`src/rtl/mef_ciclo_lavagem.sv`:
```
`default_nettype none
// ============================================================================
// Module      : mef_ciclo_lavagem
// Description : Moore FSM that sequences a washing-machine program.
//               Phases are FILL, WASH, RINSE, SPIN, DRY and DONE, each timed
//               in prescaled ticks. Opening the door pauses the cycle and
//               keeps the timer state. Abort cancels the cycle.
// Revision    : 1.0 - initial release
// ============================================================================
module mef_ciclo_lavagem #(
    parameter int TICK_DIV     = 50000000,
    parameter int T_FILL       = 8,
    parameter int T_WASH_ECO   = 10,
    parameter int T_WASH_NORM  = 20,
    parameter int T_WASH_HEAVY = 30,
    parameter int T_RINSE      = 10,
    parameter int T_SPIN       = 6,
    parameter int T_DRY        = 15,
    parameter int T_DONE       = 3
) (
    input  logic       clk,
    input  logic       rst,
    input  logic [2:0] mode_i,
    input  logic       start_i,
    input  logic       abort_i,
    input  logic       door_closed_i,
    output logic [2:0] phase_o,
    output logic       valve_o,
    output logic       motor_o,
    output logic       pump_o,
    output logic       heater_o,
    output logic       buzz_o,
    output logic [7:0] remaining_o,
    output logic       busy_o
);

    // Phase encoding, also visible on phase_o
    localparam logic [2:0] c_IDLE  = 3'b000;
    localparam logic [2:0] c_FILL  = 3'b001;
    localparam logic [2:0] c_WASH  = 3'b010;
    localparam logic [2:0] c_RINSE = 3'b011;
    localparam logic [2:0] c_SPIN  = 3'b100;
    localparam logic [2:0] c_DRY   = 3'b101;
    localparam logic [2:0] c_DONE  = 3'b110;
    localparam logic [2:0] c_PAUSE = 3'b111;

    // Program codes coming from the selector stage
    localparam logic [2:0] c_PROG_DRY   = 3'b001;
    localparam logic [2:0] c_PROG_ECO   = 3'b010;
    localparam logic [2:0] c_PROG_NORM  = 3'b011;
    localparam logic [2:0] c_PROG_HEAVY = 3'b100;

    // Prescaler width; TICK_DIV=1 still needs a 1-bit counter that is always at max
    localparam int             c_PW         = (TICK_DIV > 1) ? $clog2(TICK_DIV) : 1;
    localparam logic [c_PW-1:0] c_PRESC_MAX = c_PW'(TICK_DIV - 1);

    logic [2:0]      phase_q, phase_d;
    logic [2:0]      saved_q, saved_d;
    logic [2:0]      prog_q,  prog_d;
    logic [7:0]      rem_q,   rem_d;
    logic [c_PW-1:0] presc_q, presc_d;

    logic            w_tick;
    logic            w_mode_ok;
    logic [2:0]      w_first;
    logic [2:0]      w_next;

    // First phase of a program: the drying program goes straight to DRY
    function automatic logic [2:0] f_first(input logic [2:0] prog);
        return (prog == c_PROG_DRY) ? c_DRY : c_FILL;
    endfunction

    // Phase that follows ph in program prog; DONE leads back to IDLE
    function automatic logic [2:0] f_next(input logic [2:0] prog, input logic [2:0] ph);
        logic [2:0] nxt;
        case (ph)
            c_FILL:  nxt = c_WASH;
            c_WASH:  nxt = (prog == c_PROG_ECO) ? c_SPIN : c_RINSE;
            c_RINSE: nxt = c_SPIN;
            c_SPIN:  nxt = (prog == c_PROG_HEAVY) ? c_DRY : c_DONE;
            c_DRY:   nxt = c_DONE;
            default: nxt = c_IDLE;
        endcase
        return nxt;
    endfunction

    // Duration in ticks of phase ph; WASH length depends on the program
    function automatic logic [7:0] f_dur(input logic [2:0] prog, input logic [2:0] ph);
        logic [7:0] d;
        case (ph)
            c_FILL:  d = 8'(T_FILL);
            c_WASH: begin
                case (prog)
                    c_PROG_ECO:   d = 8'(T_WASH_ECO);
                    c_PROG_HEAVY: d = 8'(T_WASH_HEAVY);
                    default:      d = 8'(T_WASH_NORM);
                endcase
            end
            c_RINSE: d = 8'(T_RINSE);
            c_SPIN:  d = 8'(T_SPIN);
            c_DRY:   d = 8'(T_DRY);
            c_DONE:  d = 8'(T_DONE);
            default: d = 8'd0;
        endcase
        return d;
    endfunction

    assign w_tick    = (presc_q == c_PRESC_MAX);
    assign w_mode_ok = (mode_i == c_PROG_DRY) || (mode_i == c_PROG_ECO) ||
                       (mode_i == c_PROG_NORM) || (mode_i == c_PROG_HEAVY);
    assign w_first   = f_first(mode_i);
    assign w_next    = f_next(prog_q, phase_q);

    // Next-state logic; branch order encodes abort > door open > timer expiry
    always_comb begin
        phase_d = phase_q;
        saved_d = saved_q;
        prog_d  = prog_q;
        rem_d   = rem_q;
        presc_d = presc_q;
        if (phase_q == c_IDLE) begin
            rem_d   = 8'd0;
            presc_d = '0;
            if (start_i && !abort_i && door_closed_i && w_mode_ok) begin
                prog_d  = mode_i;
                phase_d = w_first;
                rem_d   = f_dur(mode_i, w_first);
            end
        end else if (abort_i) begin
            phase_d = c_IDLE;
            prog_d  = c_IDLE;
            rem_d   = 8'd0;
            presc_d = '0;
        end else if (phase_q == c_PAUSE) begin
            // Timer frozen; resume the interrupted phase once the door latches
            if (door_closed_i) begin
                phase_d = saved_q;
            end
        end else if (!door_closed_i && (phase_q != c_DONE)) begin
            // Door wins over a coinciding tick: nothing advances, count is kept
            saved_d = phase_q;
            phase_d = c_PAUSE;
        end else if (w_tick) begin
            presc_d = '0;
            if (rem_q <= 8'd1) begin
                phase_d = w_next;
                rem_d   = f_dur(prog_q, w_next);
                if (w_next == c_IDLE) begin
                    prog_d = c_IDLE;
                end
            end else begin
                rem_d = rem_q - 8'd1;
            end
        end else begin
            presc_d = presc_q + 1'b1;
        end
    end

    // State registers with synchronous active-low reset
    always_ff @(posedge clk) begin
        if (!rst) begin
            phase_q <= c_IDLE;
            saved_q <= c_IDLE;
            prog_q  <= c_IDLE;
            rem_q   <= 8'd0;
            presc_q <= '0;
        end else begin
            phase_q <= phase_d;
            saved_q <= saved_d;
            prog_q  <= prog_d;
            rem_q   <= rem_d;
            presc_q <= presc_d;
        end
    end

    // Moore outputs decoded from registered state only
    assign phase_o     = phase_q;
    assign remaining_o = rem_q;
    assign busy_o      = (phase_q != c_IDLE);
    assign valve_o     = (phase_q == c_FILL) || (phase_q == c_RINSE);
    assign motor_o     = (phase_q == c_WASH) || (phase_q == c_RINSE) || (phase_q == c_SPIN);
    assign pump_o      = (phase_q == c_SPIN);
    assign heater_o    = (phase_q == c_DRY);
    assign buzz_o      = (phase_q == c_DONE);

endmodule
`default_nettype wire

```
`config.mk`:
```
export PLATFORM = sky130hd
export DESIGN_NAME = mef_ciclo_lavagem
export DESIGN_NICKNAME = d
export VERILOG_FILES = /design/src/rtl/mef_ciclo_lavagem.sv
export SDC_FILE = /design/constraint.sdc
export NUM_CORES = 1
export LEC_CHECK = 0
export ABC_AREA = 1
export CORE_UTILIZATION = 45
export DETAILED_ROUTE_END_ITERATION = 10
export HOLD_SLACK_MARGIN = 0.02
export SYNTH_ARGS = -nofsm -noshare
export SYNTH_HDL_FRONTEND = slang
export SYNTH_SLANG_ARGS = --single-unit
```
`constraint.sdc`:
```
create_clock -name clk -period 3.3 [get_ports clk]
set_clock_uncertainty 0.2 [all_clocks]
set_input_delay 0.33 -clock clk [delete_from_list [all_inputs] [get_ports clk]]
set_output_delay 0.33 -clock clk [all_outputs]
set_load 0.005 [all_outputs]
```
Word level (Yosys, flattened, before mapping) --
Cells that the tools add are included.
Word-level totals: bits in registers 43, latch bits 0, bits in writable memories 0, bits in read-only memories 0, input bits 8, output and inout port bits 17, memories kept 0
Cells by class: $add $sub $neg 2, $mul 0, divide/modulo/power cells 0, order comparisons 1, eq/ne operators 31, shifts and indexed selects 0, multiplexer cells 32, bitwise logic cells 5, reduce and logical (&&, ||, !) cells 26
Operators with widths (count):
- one-hot mux 5 bit (6 select lines) | 2
- two-way mux 3 bit | 18
- two-way mux 8 bit | 6
- equality test 3 bit (second input constant) | 12
- equality test 3 x 2 -> 1 bit (second input constant) | 9
- adder 26 x 1 -> 26 bit (second input constant) | 1
- equality test 26 bit (second input constant) | 1
- two-way mux 26 bit | 1
- one-hot mux 5 bit (2 select lines) | 2
- one-hot mux 3 bit (5 select lines) | 1
- equality test 3 x 1 -> 1 bit (second input constant) | 4
- nonzero test 3 bit | 4
- nonzero test 5 bit | 2
- != test 3 bit (second input constant) | 3
- <= comparator 8 x 1 -> 1 bit (second input constant) | 1
- AND reduction 4 bit | 2
- subtractor 8 x 1 -> 8 bit (second input constant) | 1
- zero test 3 bit | 2
- logical OR 1 bit | 6
- AND reduction 6 bit | 1
- two-way mux 5 bit | 1
- inverter 1 bit | 5
- logical AND 1 bit | 4
- != test 4 bit (second input constant) | 1
- 6 further kinds | 7

Logic depth before layout (Yosys ltp) --
word-level depth 11, gate-level depth with buffers 14

Worst setup path before layout --
OpenSTA, ideal clock, no wires.
path kind reg-to-reg, start point register presc_q[0], end point register prog_q[1], setup time 117 ps, arrival time 1637 ps, path slack 1346 ps, cell stages (with the launch flop) 11, buffers on the path 0, period minus slack after synthesis 1954 ps, cell sequence dfxtp_1 -> ha_1 -> nand2_1 -> nor2_2 -> nand2_1 -> nor2_1 -> nand3_2 -> a21oi_2 -> nand3_1 -> nand2_1 -> nor2_1
On the way: longest elaborated chain between the ends 3
Ends and longest elaborated chain:
- from (decl) | line 61 | logic [c_PW-1:0] presc_q, presc_d;
- from (signal assigned) | line 172 | presc_q <= presc_d;
- equality test 26 bit | line 108 | assign w_tick = (presc_q == c_PRESC_MAX);
- nonzero test 3 bit (no line)
- AND reduction 6 bit (no line)
- to (signal assigned) | line 164 | prog_q <= c_IDLE;
- to (signal assigned) | line 170 | prog_q <= prog_d;
- to (decl) | line 59 | logic [2:0] prog_q, prog_d;
Every way passes these cells. A chain may end at the register's enable or synchronous reset.

Final worst setup path --
start point register phase_q[2], in the netlist phase_o[2], end point output port motor_o
On the way: longest elaborated chain between the ends 3, elaborated cells between the ends (all ways) 5, those cells by class eq/ne: 3; reduce/logical: 2
Ends and longest elaborated chain:
- from (decl) | line 57 | logic [2:0] phase_q, phase_d;
- from (signal assigned) | line 162 | phase_q <= c_IDLE;
- from (signal assigned) | line 168 | phase_q <= phase_d;
- equality test 3 x 2 -> 1 bit | line 181 | assign motor_o = (phase_q == c_WASH) || (phase_q == c_RINSE) || (phase_q == c_SPIN);
- logical OR 1 bit | line 181
- logical OR 1 bit * | line 181
- to (decl) | line 29 | output logic motor_o,
Mark *: on every way between the ends. The rest lies on a longest branch, timed or not.

==> metrics.txt <==
first-pass GRT wire length 13600 um; worst slew pin tran 0.569 ns; Synth Instances 491; most common cell after layout, fill and taps aside nand2_1; fin nets 529; Hold Crit Depth 2; status completed; Setup TNS 0 ns; Iteration-0 DRC Markers 169; CP max FO 9; PD cells 621 nW/um^2; Slew headroom 62.0%; leak pwr 1.34 nW; RSZ-0062 raised after global routing no; Req. time, crit path 2.77 ns; # resized after CTS 0; CP arrival 1.90 ns; root buffer cell clkbuf_8; number of max-cap violations 0; most frequent cells in the layout nand2_1, nor2_1, inv_1; met2 usage 41.1%; WL per Instance 13.5 um; Async S/R FF share, synth 0%; Top delay family on crit path buffers and inverters; area of the multi-input gates 1890 um^2; WHS Endpoint saved_q[2]; Slew Limit Fails 0; WS Path Type register to output port; Reg clk slew, reported paths 0.08 ns; Post-CTS Setup Bufs 0; area delta synth->final 12.7%; Top Usage Layer GRT met2; met3 Track Usage GR 3.24%; antenna viol nets, final 0; initial antenna violation count 0; Final period util 73.6%; core outline area 6420 um^2; Die Area 7080 um^2; register area 861 um^2; total power 2.12 mW; Hold Fails Final Rpt 0; crit path cell chain inv_2 -> ha_1 -> or2_2 -> clkdlybuf4s50_1; sequential share of the synthesized area 28.3%; Worst Hold Launch saved_q[2]; hold buffer count at CTS 0; crit start category register; DR vias 3205; final setup vio count 0; Main synth FF type dfxtp_1; Fill cells 712; worst flop-to-flop path endpoint prog_q[1]; R2R cell count 10; Starting Density 47.3%; Critical Path Max Stage Delay 0.55 ns; Fmax 412 MHz; CTS Buf Count 5; CTS Sinks 43; layout cells sized above 1 8.90%; FF+latch count, synth 43; Ys Warns 0; GRT Total Usage 23.7%; cell area after synthesis 3040 um^2; chip width 84.1 um; CP bufs+invs 2; io pins 25; syn_nets 504; Tmin final 2.43 ns; Worst Hold Class register to register; per-instance average area after synthesis 6.18 um^2; Row Count 29; port bufs 24; CTS max path bufs 2; EDFF count, synth 0; flop-to-flop setup slack 0.99 ns; VDD IR-drop max 0.459 mV; antenna cells 0; CTS tree done; slowest CP cell dfxtp_1; routed wire length 8050 um; DIE HEIGHT 84.1 um; Clk Latency, worst-skew pair 0.30 ns; DRT Pass-1 Iters 4; largest net degree at the start of global routing 22; vias per cell 5.40; Synth cell types 39; DRC 0; htree depth 2; GPL Wtd Cong 0.994; crit end category output port; Reg2Reg Launch Point presc_q[0]; Final HPWL DP 6210 um; GRT overflow 0; M1 GR Usage 29.5%; vias in the first global route 2954
## cell usage after synthesis, drive strengths merged, types with 5 or more instances
cell type / number / area [um^2]
a21oi: 38 / 205
buf: 5 / 36.3
dfxtp: 43 / 861
ha: 5 / 62.6
inv: 60 / 238
nand2: 146 / 594
nand3: 37 / 190
nand4: 20 / 125
nor2: 77 / 334
nor3: 19 / 105
o21ai: 13 / 80.1
## metal layers
metal  share of wire [%]  wire length, um
met1                  45             3610
met2                  50             4010
met3                 3.4              272
met4                 1.9              155
met5                   0                0
## report_power, final
| group | leakage (nW) | switching, mW | total, mW | internal (mW) |
|---|---|---|---|---|
| Clock | 0.0412 | 0.191 | 0.339 | 0.148 |
| Sequential | 0.348 | 0.0909 | 0.672 | 0.582 |
| Combinational | 0.955 | 0.684 | 1.11 | 0.429 |
## registers in the layout, indices dropped and copies added (netlist names)
signal / count
presc_q: 26
prog_q: 3
saved_q: 3
remaining_o: 8
phase_o: 3
## tightest hold or removal path: stages, from the launching register on
cell and delay, ns:
dfxtp_1 0.30, inv_1 0.07, a21oi_1 0.06
## cell families (layout without fill, tap and decap cells)
logic type	after synthesis	count (layout)	synth area share [%]
AO/OA/AOI/OAI	62	62	12.0
XOR/XNOR	8	8	2.31
adder cells (fa/ha/maj)	5	5	2.06
buffers and inverters	68	94	9.56
flip-flops	43	43	28.3
AND/OR/NAND/NOR	305	305	45.7
## metrics by stage
step	cells	worst slack (ns)	cell area [um^2]	hold slack [ns]	util, %
floorplan	491	1.35	3040	0.230	-
global placement	586	0.973	3340	0.247	52.0
detailed placement	586	0.942	3340	0.253	52.0
CTS	594	0.856	3420	0.266	53.3
global route	594	0.732	3420	0.292	53.3
finish	594	0.871	3420	0.267	53.3
## worst max-delay path by stage
stage / slack (ns) / depth (start not counted) / endpoint / startpoint
floorplan: 1.35 / 10 / prog_q[1] / presc_q[0]
global placement: 0.97 / 12 / presc_q[16] / door_closed_i
detailed placement: 0.94 / 12 / presc_q[16] / door_closed_i
CTS: 0.86 / 4 / motor_o / phase_o[2]
global route: 0.73 / 5 / busy_o / phase_o[1]
finish: 0.87 / 4 / motor_o / phase_o[2]
## area by class of cell
type	instances	share of cell area, %
timing repair buffer	25	7.24
inverter	61	7.20
multi-input combinational	380	55.1
clock buffer	6	2.12
clock inverter	2	0.366
sequential	43	25.2
tap	77	2.82
(Power assumes the default switching activity.)
